**src/rtl/mul_acc_pkg.sv**
```systemverilog
// Shared types and helpers for the mul_acc_uns product accumulator.
package mul_acc_pkg;

  typedef enum logic {
    ACCUM = 1'b0,
    HOLD  = 1'b1
  } mul_acc_state_e;

  // Counter must be able to hold maxCount itself, not just maxCount-1.
  function automatic int count_width(input int max_count);
    return $clog2(max_count + 1);
  endfunction

  function automatic bit params_ok(input int width_p, input int width_acc, input int max_count);
    return (width_acc >= width_p) && (max_count >= 1);
  endfunction

endpackage

```
**src/rtl/mul_acc_uns_add.sv**
```systemverilog
// Parallel-prefix adder: speed 0 ripple, 1 Brent-Kung, 2 Sklansky.
module Add #(
  parameter int width = 8,
  parameter int speed = 1
) (
  input  logic [width-1:0] a,
  input  logic [width-1:0] b,
  output logic [width-1:0] s
);

  localparam int L = (width > 1) ? $clog2(width) : 1;

  always_comb begin : prefix
    logic [width-1:0] g;
    logic [width-1:0] p;
    logic [width-1:0] gp;
    logic [width-1:0] pp;
    int j;
    g  = a & b;
    p  = a ^ b;
    gp = g;
    pp = p;
    j  = 0;
    if (speed == 0) begin
      for (int i = 1; i < width; i++) begin
        gp[i] = gp[i] | (pp[i] & gp[i-1]);
        pp[i] = pp[i] & pp[i-1];
      end
    end else if (speed == 1) begin
      for (int l = 0; l < L; l++) begin
        for (int i = (2 << l) - 1; i < width; i += (2 << l)) begin
          j     = i - (1 << l);
          gp[i] = gp[i] | (pp[i] & gp[j]);
          pp[i] = pp[i] & pp[j];
        end
      end
      for (int l = L - 2; l >= 0; l--) begin
        for (int i = (3 << l) - 1; i < width; i += (2 << l)) begin
          j     = i - (1 << l);
          gp[i] = gp[i] | (pp[i] & gp[j]);
          pp[i] = pp[i] & pp[j];
        end
      end
    end else begin
      // Node j never has bit l set, so it is not rewritten within its own level.
      for (int l = 0; l < L; l++) begin
        for (int i = 0; i < width; i++) begin
          if (((i >> l) & 1) == 1) begin
            j     = ((i >> l) << l) - 1;
            gp[i] = gp[i] | (pp[i] & gp[j]);
            pp[i] = pp[i] & pp[j];
          end
        end
      end
    end
    s = p ^ {gp[width-2:0], 1'b0};
  end

endmodule

```
**src/rtl/mul_acc_uns.sv**
```systemverilog
// Streaming unsigned product accumulator with group close on last or count.
// Define MUL_ACC_SAT_EN to saturate the accumulator instead of wrapping.
module mul_acc_uns
  import mul_acc_pkg::*;
#(
  parameter int widthP   = 32,
  parameter int widthAcc = 40,
  parameter int maxCount = 256,
  parameter int speed    = 1,
  localparam int CW      = count_width(maxCount)
) (
  input  logic                clk_i,
  input  logic                rst_ni,
  input  logic                clear_i,
  input  logic                p_valid_i,
  output logic                p_ready_o,
  input  logic [widthP-1:0]   p_i,
  input  logic                p_last_i,
  output logic                sum_valid_o,
  input  logic                sum_ready_i,
  output logic [widthAcc-1:0] sum_o,
  output logic [CW-1:0]       count_o,
  output logic                ovf_o,
  output mul_acc_state_e      state_o
);

  if (!params_ok(widthP, widthAcc, maxCount)) begin : g_bad_params
    $error("mul_acc_uns: need widthAcc >= widthP and maxCount >= 1");
  end

  // Handshakes: a transfer happens on a rising edge where valid and ready are
  // both high; valid never waits on ready, and p_ready_o never looks at p_valid_i.
  mul_acc_state_e      state_q, state_d;
  logic [widthAcc-1:0] acc_q, acc_d;
  logic [CW-1:0]       count_q, count_d, count_inc;
  logic                ovf_q, ovf_d;
  logic [widthAcc:0]   add_a, add_b, add_s;
  logic                carry, close;

  assign add_a = {1'b0, acc_q};
  assign add_b = (widthAcc + 1)'(p_i);

  Add #(.width(widthAcc + 1), .speed(speed)) u_add (
    .a (add_a),
    .b (add_b),
    .s (add_s)
  );

  assign carry     = add_s[widthAcc];
  assign count_inc = count_q + CW'(1);
  assign close     = p_last_i | (count_inc == CW'(maxCount));

  always_comb begin
    state_d   = state_q;
    acc_d     = acc_q;
    count_d   = count_q;
    ovf_d     = ovf_q;
    p_ready_o = 1'b0;
    case (state_q)
      ACCUM: begin
        p_ready_o = ~clear_i;
        if (clear_i) begin
          acc_d   = '0;
          count_d = '0;
          ovf_d   = 1'b0;
        end else if (p_valid_i) begin
`ifdef MUL_ACC_SAT_EN
          acc_d = carry ? '1 : add_s[widthAcc-1:0];
`else
          acc_d = add_s[widthAcc-1:0];
`endif
          count_d = count_inc;
          ovf_d   = ovf_q | carry;
          if (close) state_d = HOLD;
        end
      end
      HOLD: begin
        if (sum_ready_i) begin
          acc_d   = '0;
          count_d = '0;
          ovf_d   = 1'b0;
          state_d = ACCUM;
        end
      end
    endcase
  end

  always_ff @(posedge clk_i) begin
    if (!rst_ni) begin
      state_q <= ACCUM;
      acc_q   <= '0;
      count_q <= '0;
      ovf_q   <= 1'b0;
    end else begin
      state_q <= state_d;
      acc_q   <= acc_d;
      count_q <= count_d;
      ovf_q   <= ovf_d;
    end
  end

  assign sum_valid_o = (state_q == HOLD);
  assign sum_o       = acc_q;
  assign count_o     = count_q;
  assign ovf_o       = ovf_q;
  assign state_o     = state_q;

endmodule
```
**config.mk**
```make
export PLATFORM = sky130hd
export DESIGN_NAME = mul_acc_uns
export DESIGN_NICKNAME = d
export VERILOG_FILES = /design/src/rtl/mul_acc_pkg.sv /design/src/rtl/mul_acc_uns_add.sv /design/src/rtl/mul_acc_uns.sv
export SDC_FILE = /design/constraint.sdc
export NUM_CORES = 1
export LEC_CHECK = 0
export CAP_MARGIN = 20
export CORE_UTILIZATION = 54
export CTS_CLUSTER_DIAMETER = 100
export DETAILED_ROUTE_END_ITERATION = 6
export PLACE_DENSITY = 0.9
export RECOVER_POWER = 100
export SETUP_SLACK_MARGIN = 0.15
export SYNTH_ARGS = -nofsm -noshare
export SYNTH_HDL_FRONTEND = slang
export SYNTH_HIERARCHICAL = 1
export SYNTH_SLANG_ARGS = --single-unit
```
**constraint.sdc**
```tcl
create_clock -name clk_i -period 7.7 [get_ports clk_i]
set_clock_uncertainty 0.1 [all_clocks]
set_input_delay 1.54 -clock clk_i [delete_from_list [all_inputs] [get_ports clk_i]]
set_output_delay 1.54 -clock clk_i [all_outputs]
set_load 0.005 [all_outputs]
```
After elaboration in Yosys (flattened, before gate mapping). Cells that the tools add are included.

Flip-flop bits (word level): 51. Bits in latches: 0. Memory bits (writable): 0. Memory bits (read-only): 0. Input port bits: 38. Output and inout port bits: 53. Word-level logic and storage cells: 211. Memories: 0.

$add $sub $neg: 1. Multipliers: 0. Div/mod/pow operators: 0. Magnitude comparators: 0. Equal/unequal tests: 3. Shift operators: 0. Multiplexer cells: 18. Bitwise operators: 184. Reduce and logical (&&, ||, !) cells: 1.

Operators by type and width (count): 40-bit two-way mux (3); 1-bit AND (105); 40-bit case mux with 2 select lines (1); 1-bit OR (74); 41-bit XOR (1); 40-bit by 32-bit AND with 40-bit output (1); 40-bit by 32-bit XOR with 40-bit output (1); 9-bit two-way mux (3); 9-bit case mux with 2 select lines (1); 9-bit by 1-bit adder with 9-bit output (second input constant) (1); 9-bit == test (second input constant) (1); 1-bit two-way mux (8); 1-bit case mux with 2 select lines (2); 3-bit != test (second input constant) (1); 2-bit != test (second input constant) (1); 1-bit NOT (2); 2-bit AND reduction (1).

Longest topological paths before layout. Gate-level depths: netlist of the first run.

Word-level depth: 22. Gate-level depth with buffers: 13. Gate-level depth less buffers: 13.

Modules after synthesis. The synthesis of the first run kept the hierarchy.

By module, submodules not included: mul_acc_uns (instances 1, cells each 211, area an instance 1899.3 um^2, seq. area each 1021.0 um^2); Add (instances 1, cells each 198, area an instance 1740.4 um^2, seq. area each 0.0 um^2).

Worst setup path after synthesis of the first run. Ideal clock, no wire load.

Path kind: in2reg. From: input p_i[0]. To: register acc_q[35], in the netlist sum_o[35]. Library setup time: 0.128 ns. Arrival time: 4.058 ns. Required time: 7.472 ns. Setup slack: 3.414 ns. Stages on the path: 13. Path buffers: 0. Cells stage by stage: ha_1 -> fa_1 -> a211oi_1 -> o21ai_2 -> o2111ai_2 -> o41ai_4 -> a31oi_1 -> inv_1 -> a31o_1 -> fa_1 -> xor2_1 -> a22oi_1 -> nor2_1.

Cells in the longest elaborated chain, start to end: 19.

Ends and longest elaborated chain: start: declaration (line mul_acc_uns.sv:17) `input logic [widthP-1:0] p_i,`; 40-bit by 32-bit AND with 40-bit output (line mul_acc_uns_add.sv:19) `g = a & b;`; 1-bit AND (line mul_acc_uns_add.sv:33) `gp[i] = gp[i] | (pp[i] & gp[j]);`; 1-bit OR; 1-bit AND (line mul_acc_uns_add.sv:33); 1-bit OR (line mul_acc_uns_add.sv:33); 1-bit AND (line mul_acc_uns_add.sv:33); 1-bit OR (line mul_acc_uns_add.sv:33); 1-bit AND (line mul_acc_uns_add.sv:33); [4 not listed]; 1-bit OR (line mul_acc_uns_add.sv:40) `gp[i] = gp[i] | (pp[i] & gp[j]);`; 1-bit AND (line mul_acc_uns_add.sv:40); 1-bit OR (line mul_acc_uns_add.sv:40); 41-bit XOR (line mul_acc_uns_add.sv:56) `s = p ^ {gp[width-2:0], 1'b0};`; named net add_s[35] (line mul_acc_uns.sv:37) `logic [widthAcc:0] add_a, add_b, add_s;`; 40-bit two-way mux (line mul_acc_uns.sv:66) `end else if (p_valid_i) begin`; 40-bit two-way mux (line mul_acc_uns.sv:62) `if (clear_i) begin`; 40-bit case mux with 2 select lines (line mul_acc_uns.sv:59) `case (state_q)`; end signal: assignment (line mul_acc_uns.sv:91) `acc_q <= '0;`; end signal: assignment (line mul_acc_uns.sv:96) `acc_q <= acc_d;`; end: declaration (line mul_acc_uns.sv:34) `logic [widthAcc-1:0] acc_q, acc_d;`.

The timed path passes the listed nets, and every way through them passes these cells. The select of a mux whose other input is x is not followed. A chain may end at the register's enable or synchronous reset.

Final worst setup path of the first run.
From: input p_i[0]. To: register acc_q[38], in the netlist sum_o[38].

Same word-level chain as after synthesis.

==> flow_summary.ini, run 1 <==
[outcome]
status = finished with violations
violations = design-rule violations, max-capacitance violations, max-slew violations

[logic_synthesis]
synthArstFlopShare_pct = 0
synth_edf_count = 0
seq_area_frac_synth_pct = 28.05
synth_cell_types = 50
synth_ff_type = dfxtp_1
netlist_instances = 409
syn_area_per_cell_sq_um = 8.899
synth_top_cell_area_share_pct = 28.05
synth-seq-cells = 51
synth_area_leaders = dfxtp_1 28%, ha_1 14%, fa_1 11%
syn_area_sq_um = 3640
yosys.area.top_type = dfxtp_1
yosysWarningCount = 6

[global_routing]
first_global_vias = 3299
grt_use_met3_pct = 4.451
grt-busiest-layer = met2
antenna_found_initial = 0
grt_first_pass_wirelength_um = 14930
grt_overflow_total = 0
grt.total_usage_pct = 26.00
grt_max_degree = 49
groute.layer.met1.usage_pct = 30.63
grt_util_met2_pct = 47.17

[critical_path]
critPathMaxFanout = 5
crit_type = input port to flip-flop
worstSetupStartpointType = input port
reg2reg_from = sum_o[0]$_SDFFE_PN0P_
r2r_cells = 12
ff2ff_setup_slack_ns = 3.61
timing.rr.end = sum_o[38]$_SDFFE_PN0P_
critPathArrivalTime_ns = 5.55
critPathCaptureType = flip-flop
crit_required_ns = 7.79

[sta]
fin_hold_ws_ns = 0.3957
fmax_mhz = 183.3
rsz0062_at_grt = no
finalHoldViolations = 0
final_max_slew_viol_count = 96
fin_crit_sh_pct = 70.86
finalSetupViolCount = 0
period_needed_ns = 5.456
relSlewSlack_pct = -81.87
tightest_slew_ns = 2.728
tns_ns = 0
fin_ws_ns = 2.244

[run]
drv_cap = 2

[drt]
wl_per_cell_um = 15.61
vias = 3404
first_pass_iters = 7
dr.first_iter.drc_count = 121
ant_nets = 0
via_per_inst = 5.849
wl_um = 9085
drcViolationCount = 6

[clock_tree]
cts_setup_buffers = 0
htreeDepth = 2
cts_buffers = 5
clkLatencyLatePin_ns = 0.31
hold_buffers = 0
cts_num_sinks = 51
cts_root_buffer = clkbuf_8
cts_tree = built
clk_pin_slew_ns = 0.10
clk_path_buf_depth = 2
cts_resized = 0

[layout]
layout_commonest_cell = dlygate4sd3_1
fin_util_pct = 73.45
num_antenna_cells = 0
fin_nets = 602
stdcell_count = 582
final_cell_mix = 55 x dlygate4sd3_1, 54 x nor2_1, 51 x dfxtp_1
drive_above_1_share_pct = 2.574
syn_to_final_growth_pct = 29.60

[floorplanning]
die_y_um = 84.10
initial_core_util_pct = 56.67
io_pins = 91
fp-row-count = 29
die_area_sq_um = 7073
core_area_sq_um = 6422
die_x_um = 84.10

[placement]
portBuffers = 90
place_hpwl_um = 6577
pre_cts_ws_ns = 2.716
dpl.cell_count = 574
place_congestion = 0.7989

[worst_hold_path]
hold_path_class = flip-flop to flip-flop
min_from = ovf_o$_SDFFE_PN0P_
worst_hold_path.endpoint = ovf_o$_SDFFE_PN0P_
holdPathStages = 2

[pwr]
vdd_drop_max_mv = 0.08968
p_per_area_nw_per_um2 = 139.0
p_leak_nw = 2.216
worst max-delay path: stages:
cell	delay, ns
dlygate4sd3_1	0.52
ha_1	0.16
fa_1	0.22
a211oi_1	0.08
o21ai_0	0.37
o2111ai_2	0.17
o41ai_1	0.89
a31oi_1	0.27
or2_0	0.32
o21ai_0	0.26
fa_1	0.48
a22oi_1	0.20
nor2_1	0.07
sequential cells by signal, summed over array words and instances, names as in the netlist:
register	flops
ovf_o	1
state_o	1
count_o	9
sum_o	40
layout make-up:
type	instances	area [sq um]
sequential	51	1021
clock buffer	6	82.58
fill	462	1705
timing repair buffer	92	912.1
clock inverter	2	35.03
multi-input combinational	316	2427
tap	77	96.34
inverter	38	142.6
per-stage QoR:
stage / total power [mW] / instance area [sq um]
final: 0.6555 / 4717
after global routing: 0.6888 / 4717
after CTS: 0.6622 / 4748
after detailed placement: 0.4662 / 4631
after global placement: 0.4562 / 4631
after floorplan: 0.3979 / 3689
Yosys cell counts (8+ instances only):
cell type / number
xnor2_1: 13
a21oi_1: 21
ha_1: 40
xor2_1: 8
nor2_1: 54
fa_1: 20
a21o_1: 13
a22oi_1: 41
nand2_1: 16
inv_1: 38
o21ai_0: 13
dfxtp_1: 51
a31oi_1: 8
clkbuf_1: 10
power breakdown:
group          total, mW  switching (mW)  internal [mW]
clock network      0.198          0.0927          0.105
logic              0.172          0.0873         0.0843
registers          0.286          0.0114          0.275
cell families after synthesis:
logic type / after synthesis / share of synthesized area [%]
AO/OA/AOI/OAI: 115 / 22.41
XOR/XNOR: 21 / 5.053
adder cells (fa/ha/maj): 60 / 24.75
buffers and inverters: 55 / 5.982
flip-flops: 51 / 28.05
other: 1 / 0.1030
AND/OR/NAND/NOR: 106 / 13.65
worst max-delay path by stage:
stage	slack, ns	start	end	cells past startpoint
global route	2.02	p_i[0]	sum_o[38]$_SDFFE_PN0P_	13
finish	2.24	p_i[0]	sum_o[38]$_SDFFE_PN0P_	13
detailed placement	2.72	p_i[0]	sum_o[35]$_SDFFE_PN0P_	14
global placement	2.82	p_i[0]	sum_o[35]$_SDFFE_PN0P_	14
floorplan	3.41	p_i[0]	sum_o[35]$_SDFFE_PN0P_	13
CTS	3.06	p_i[0]	sum_o[35]$_SDFFE_PN0P_	14
layer usage:
metal | vias up | share of wire, % | wire [um]
met4 | 0 | 2.4 | 214
met5 | - | 0 | 0
li1 | 1614 | - | -
met2 | 100 | 53 | 4778
met1 | 1669 | 40 | 3651
met3 | 21 | 4.8 | 440
Note: power is estimated with default switching activity, not from simulation.
==> run 2: changes to the inputs <==
--- a/config.mk
+++ b/config.mk
@@ -6,10 +6,10 @@
 export NUM_CORES = 1
 export LEC_CHECK = 0
 export CAP_MARGIN = 20
-export CORE_UTILIZATION = 54
+export CORE_UTILIZATION = 50
 export CTS_CLUSTER_DIAMETER = 100
 export DETAILED_ROUTE_END_ITERATION = 6
-export PLACE_DENSITY = 0.9
+export PLACE_DENSITY = 0.84
 export RECOVER_POWER = 100
 export SETUP_SLACK_MARGIN = 0.15
 export SYNTH_ARGS = -nofsm -noshare
==> constraint.sdc (replaced) <==
create_clock -name clk_i -period 5.5 [get_ports clk_i]
set_clock_uncertainty 0.1 [all_clocks]
set_input_delay 1.1 -clock clk_i [delete_from_list [all_inputs] [get_ports clk_i]]
set_output_delay 1.1 -clock clk_i [all_outputs]
set_load 0.005 [all_outputs]
==> flow_summary.ini, run 2 (same netlist as run 1, synthesis figures left out) <==
[pwr]
p_leak_nw = 2.198
vdd_drop_max_mv = 0.08946
p_per_area_nw_per_um2 = 179.7
totalPowerFinal_uw = 844.8

[sta]
relSlewSlack_pct = -82.14
period_needed_ns = 4.668
finalHoldViolations = 0
rsz0062_at_grt = no
finalSetupViolCount = 0
final_max_slew_viol_count = 96
fin_crit_sh_pct = 84.88
fin_ws_ns = 0.8316
fmax_mhz = 214.2
tightest_slew_ns = 2.732
tns_ns = 0

[drt]
dr.first_iter.drc_count = 123
first_pass_iters = 4
vias = 3291
wl_um = 8196
ant_nets = 0
wl_per_cell_um = 13.64
drcViolationCount = 0
via_per_inst = 5.476

[layout]
seq_area_sq_um = 1021
syn_to_final_growth_pct = 29.19
fill_cells = 601
multi_input_area_sq_um = 2425
stdcell_area_sq_um = 4702
final_cell_mix = 55 x dlygate4sd3_1, 54 x nor2_1, 51 x dfxtp_1
drive_above_1_share_pct = 2.178
num_antenna_cells = 0
largest_reg_flops = 40
fin_nets = 602
layout_commonest_cell = dlygate4sd3_1
fin_util_pct = 68.08

[placement]
portBuffers = 90
placed_cell_area_sq_um = 4654
place_hpwl_um = 6131
pre_cts_ws_ns = 0.9525
place_congestion = 0.8172

[critical_path]
crit_type = input port to flip-flop
critPathMaxFanout = 5
worstSetupStartpointType = input port
critPathArrivalTime_ns = 4.75
crit_required_ns = 5.58
critPathCaptureType = flip-flop

[clock_tree]
clk_pin_slew_ns = 0.09
clk_path_buf_depth = 2
cts_root_buffer = clkbuf_8
clkLatencyLatePin_ns = 0.30
cts_buffers = 5
hold_buffers = 0
cts_setup_buffers = 0
cts_num_sinks = 51
cts_tree = built
htreeDepth = 2
cts_resized = 0

[floorplanning]
die_area_sq_um = 7625
core_area_sq_um = 6907
io_pins = 91
die_y_um = 87.32
die_x_um = 87.32
initial_core_util_pct = 52.70
fp-row-count = 30

[global_routing]
grt.total_usage_pct = 22.53
antenna_found_initial = 0
first_global_vias = 3146
grt_first_pass_wirelength_um = 13740
grt_max_degree = 49
grt_overflow_total = 0

[outcome]
violations = max-capacitance violations, max-slew violations
status = finished with violations

[worst_hold_path]
hold_path_class = flip-flop to flip-flop

[run]
drv_cap = 2
run 2: cell types whose count changed in the layout (fill, tap and decap cells not counted), sizes merged:
cell / before / now
clkbuf: 7 / 8
bufinv: 1 / 0
run 2: area by class of cell:
cell class	count	share of cell area, %
clock buffer	7	1.623
clock inverter	1	0.1064
inverter	38	3.034
multi-input combinational	316	51.57
sequential	51	21.71
tap	96	2.555
timing repair buffer	92	19.40
run 2: report_power, final:
group | switching, mW | internal [mW]
sequential | 0.0153 | 0.384
combinational | 0.116 | 0.117
clock | 0.123 | 0.0898
total | 0.254 | 0.591
run 2: layer usage:
metal  global-route usage [%]  part of all wire (%)
met5                        0                     0
met4                    5.365                   1.3
met3                    3.412                   3.1
met2                    41.48                    53
met1                    27.42                    43
run 2: path summary, 6_finish.rpt:
check                            to  slack (ns)  cells past startpoint                   from
max          sum_o[38]$_SDFFE_PN0P_        0.83                     13                 p_i[0]
min              ovf_o$_SDFFE_PN0P_        0.39                      2     ovf_o$_SDFFE_PN0P_
max reg2reg  sum_o[38]$_SDFFE_PN0P_        1.78                     12  sum_o[0]$_SDFFE_PN0P_
min reg2reg      ovf_o$_SDFFE_PN0P_        0.39                      2     ovf_o$_SDFFE_PN0P_
run 2: worst max-delay path, cell delays in order:
cell	delay, ns
dlygate4sd3_1	0.53
ha_1	0.15
fa_1	0.22
a211oi_1	0.10
o21ai_2	0.16
o2111ai_1	0.16
o41ai_1	0.88
a31oi_1	0.27
or2_0	0.32
o21ai_1	0.17
fa_1	0.43
a22oi_1	0.20
nor2_1	0.07
run 2: through the flow:
stage	std cells	hold slack (ns)
after global routing	601	0.4460
final	601	0.3900
after CTS	601	0.3993
after global placement	593	0.3699
after detailed placement	593	0.3769
after floorplan	422	0.3756
==> run 3: changes to the inputs <==
--- a/config.mk
+++ b/config.mk
@@ -6,10 +6,10 @@
 export NUM_CORES = 1
 export LEC_CHECK = 0
 export CAP_MARGIN = 20
-export CORE_UTILIZATION = 50
+export CORE_UTILIZATION = 45
 export CTS_CLUSTER_DIAMETER = 100
 export DETAILED_ROUTE_END_ITERATION = 6
-export PLACE_DENSITY = 0.84
+export PLACE_DENSITY = 0.8
 export RECOVER_POWER = 100
 export SETUP_SLACK_MARGIN = 0.15
 export SYNTH_ARGS = -nofsm -noshare
==> constraint.sdc (replaced) <==
create_clock -name clk_i -period 3.8 [get_ports clk_i]
set_clock_uncertainty 0.1 [all_clocks]
set_input_delay 0.76 -clock clk_i [delete_from_list [all_inputs] [get_ports clk_i]]
set_output_delay 0.76 -clock clk_i [all_outputs]
set_load 0.005 [all_outputs]
==> flow_summary.ini, run 3 (same netlist as run 1, synthesis figures left out) <==
[critical_path]
ff2ff_setup_slack_ns = 0.42
critPathArrivalTime_ns = 3.75
endpoint = sum_o[30]$_SDFFE_PN0P_
crit_type = input port to flip-flop
r2r_cells = 14
crit_required_ns = 3.95
timing.rr.end = sum_o[30]$_SDFFE_PN0P_
worstSetupStartpoint = p_i[0]
reg2reg_from = sum_o[0]$_SDFFE_PN0P_
critPathMaxFanout = 2
critPathCaptureType = flip-flop
worstSetupStartpointType = input port

[layout]
fin_nets = 618
final_cell_mix = 54 x nor2_1, 54 x dlygate4sd3_1, 51 x dfxtp_1
drive_above_1_share_pct = 8.092
fill_cells = 665
seq_area_sq_um = 1021
fin_util_pct = 63.55
multi_input_area_sq_um = 2527
syn_to_final_growth_pct = 35.61
num_antenna_cells = 0
largest_reg_flops = 40

[clock_tree]
clkLatencyLatePin_ns = 0.30
htreeDepth = 2
clk_path_buf_depth = 2
cts_num_sinks = 51
clk_pin_slew_ns = 0.09
cts_root_buffer = clkbuf_8
cts_buffers = 5
cts_tree = built

[sta]
fin_ws_ns = 0.1976
finalHoldViolations = 0
tightest_slew_ns = 1.486
rsz0062_at_grt = no
finalSetupViolCount = 0
final_max_slew_viol_count = 0
fmax_mhz = 277.6
fin_crit_sh_pct = 94.80
relSlewSlack_pct = 0.9526
fin_hold_ws_ns = 0.3955
tns_ns = 0
period_needed_ns = 3.602

[placement]
pre_cts_ws_ns = -0.2951
portBuffers = 90
place_hpwl_um = 6695
place_congestion = 0.8480

[pwr]
p_per_area_nw_per_um2 = 253.1
p_leak_nw = 2.339
totalPowerFinal_mw = 1.249
vdd_drop_max_mv = 0.1257

[drt]
dr.first_iter.drc_count = 156
first_pass_iters = 6
vias = 3351
via_per_inst = 5.396
wl_per_cell_um = 14.48
wl_um = 8995
drcViolationCount = 0
ant_nets = 0

[floorplanning]
initial_core_util_pct = 46.86
io_pins = 91
core_area_sq_um = 7767
fp-row-count = 32
die_y_um = 91.94
die_x_um = 91.94
die_area_sq_um = 8452

[global_routing]
antenna_found_initial = 0
first_global_vias = 3298
grt_first_pass_wirelength_um = 15010
grt_overflow_total = 0
grt.total_usage_pct = 21.75
grt_max_degree = 49

[outcome]
status = completed

[run]
drv_cap = 0

[worst_hold_path]
hold_path_class = flip-flop to flip-flop
==> run 3: repair_timing <==
| action | CTS | global route |
|---|---|---|
| gates resized for setup | 3 | 20 |
| hold buffers | 0 | 0 |
| buffers inserted | 0 | 3 |
| setup endpoints to repair | 7 | 13 |
| pin swaps | 3 | 18 |
==> run 3: critical path, cell delays in order <==
cell and delay [ns]:
dlymetal6s2s_1 0.12, ha_2 0.17, fa_2 0.37, a211oi_2 0.21
o21ai_0 0.15, o2111ai_2 0.28, o41ai_4 0.13, buf_4 0.16
a21bo_1 0.20, a41o_1 0.24, a31oi_2 0.22, fa_2 0.47
inv_2 0.05, a22oi_1 0.07, nor2_1 0.13
==> run 3: final cells by class <==
| cell class | instances | area share [%] |
|---|---|---|
| multi-input cells | 316 | 51.20 |
| inverters | 38 | 2.890 |
| well taps | 102 | 2.586 |
| repair buffers | 108 | 21.17 |
| clock buffers | 6 | 1.470 |
| flip-flops and latches | 51 | 20.68 |
==> run 3: worst min-delay path by stage <==
| stage | start | end | slack (ns) | depth (start not counted) |
|---|---|---|---|---|
| after CTS | ovf_o$_SDFFE_PN0P_ | ovf_o$_SDFFE_PN0P_ | 0.41 | 2 |
| after global placement | ovf_o$_SDFFE_PN0P_ | ovf_o$_SDFFE_PN0P_ | 0.37 | 2 |
| after global routing | ovf_o$_SDFFE_PN0P_ | ovf_o$_SDFFE_PN0P_ | 0.43 | 2 |
| final | ovf_o$_SDFFE_PN0P_ | ovf_o$_SDFFE_PN0P_ | 0.40 | 2 |
| after floorplan | ovf_o$_SDFFE_PN0P_ | ovf_o$_SDFFE_PN0P_ | 0.38 | 2 |
| after detailed placement | ovf_o$_SDFFE_PN0P_ | ovf_o$_SDFFE_PN0P_ | 0.39 | 2 |
==> run 3: power by group <==
group / internal [mW] / total, mW / switching [mW]
registers: 0.556 / 0.579 / 0.0233
logic: 0.186 / 0.366 / 0.180
clock network: 0.124 / 0.304 / 0.181
==> run 3: per-layer routing <==
layer  up-vias  part of all wire (%)  track usage, %
li1       1645                     -               -
met4         0                   1.1           5.859
met5         -                     0               0
met1      1622                    42           25.70
met3         9                   4.3           3.317
met2        75                    53           40.55
==> run 3: stage by stage <==
| stage | std cells | area [sq um] |
|---|---|---|
| after global routing | 621 | 4936 |
| after detailed placement | 612 | 4760 |
| after global placement | 612 | 4760 |
| after floorplan | 422 | 3689 |
| final | 621 | 4936 |
| after CTS | 618 | 4846 |
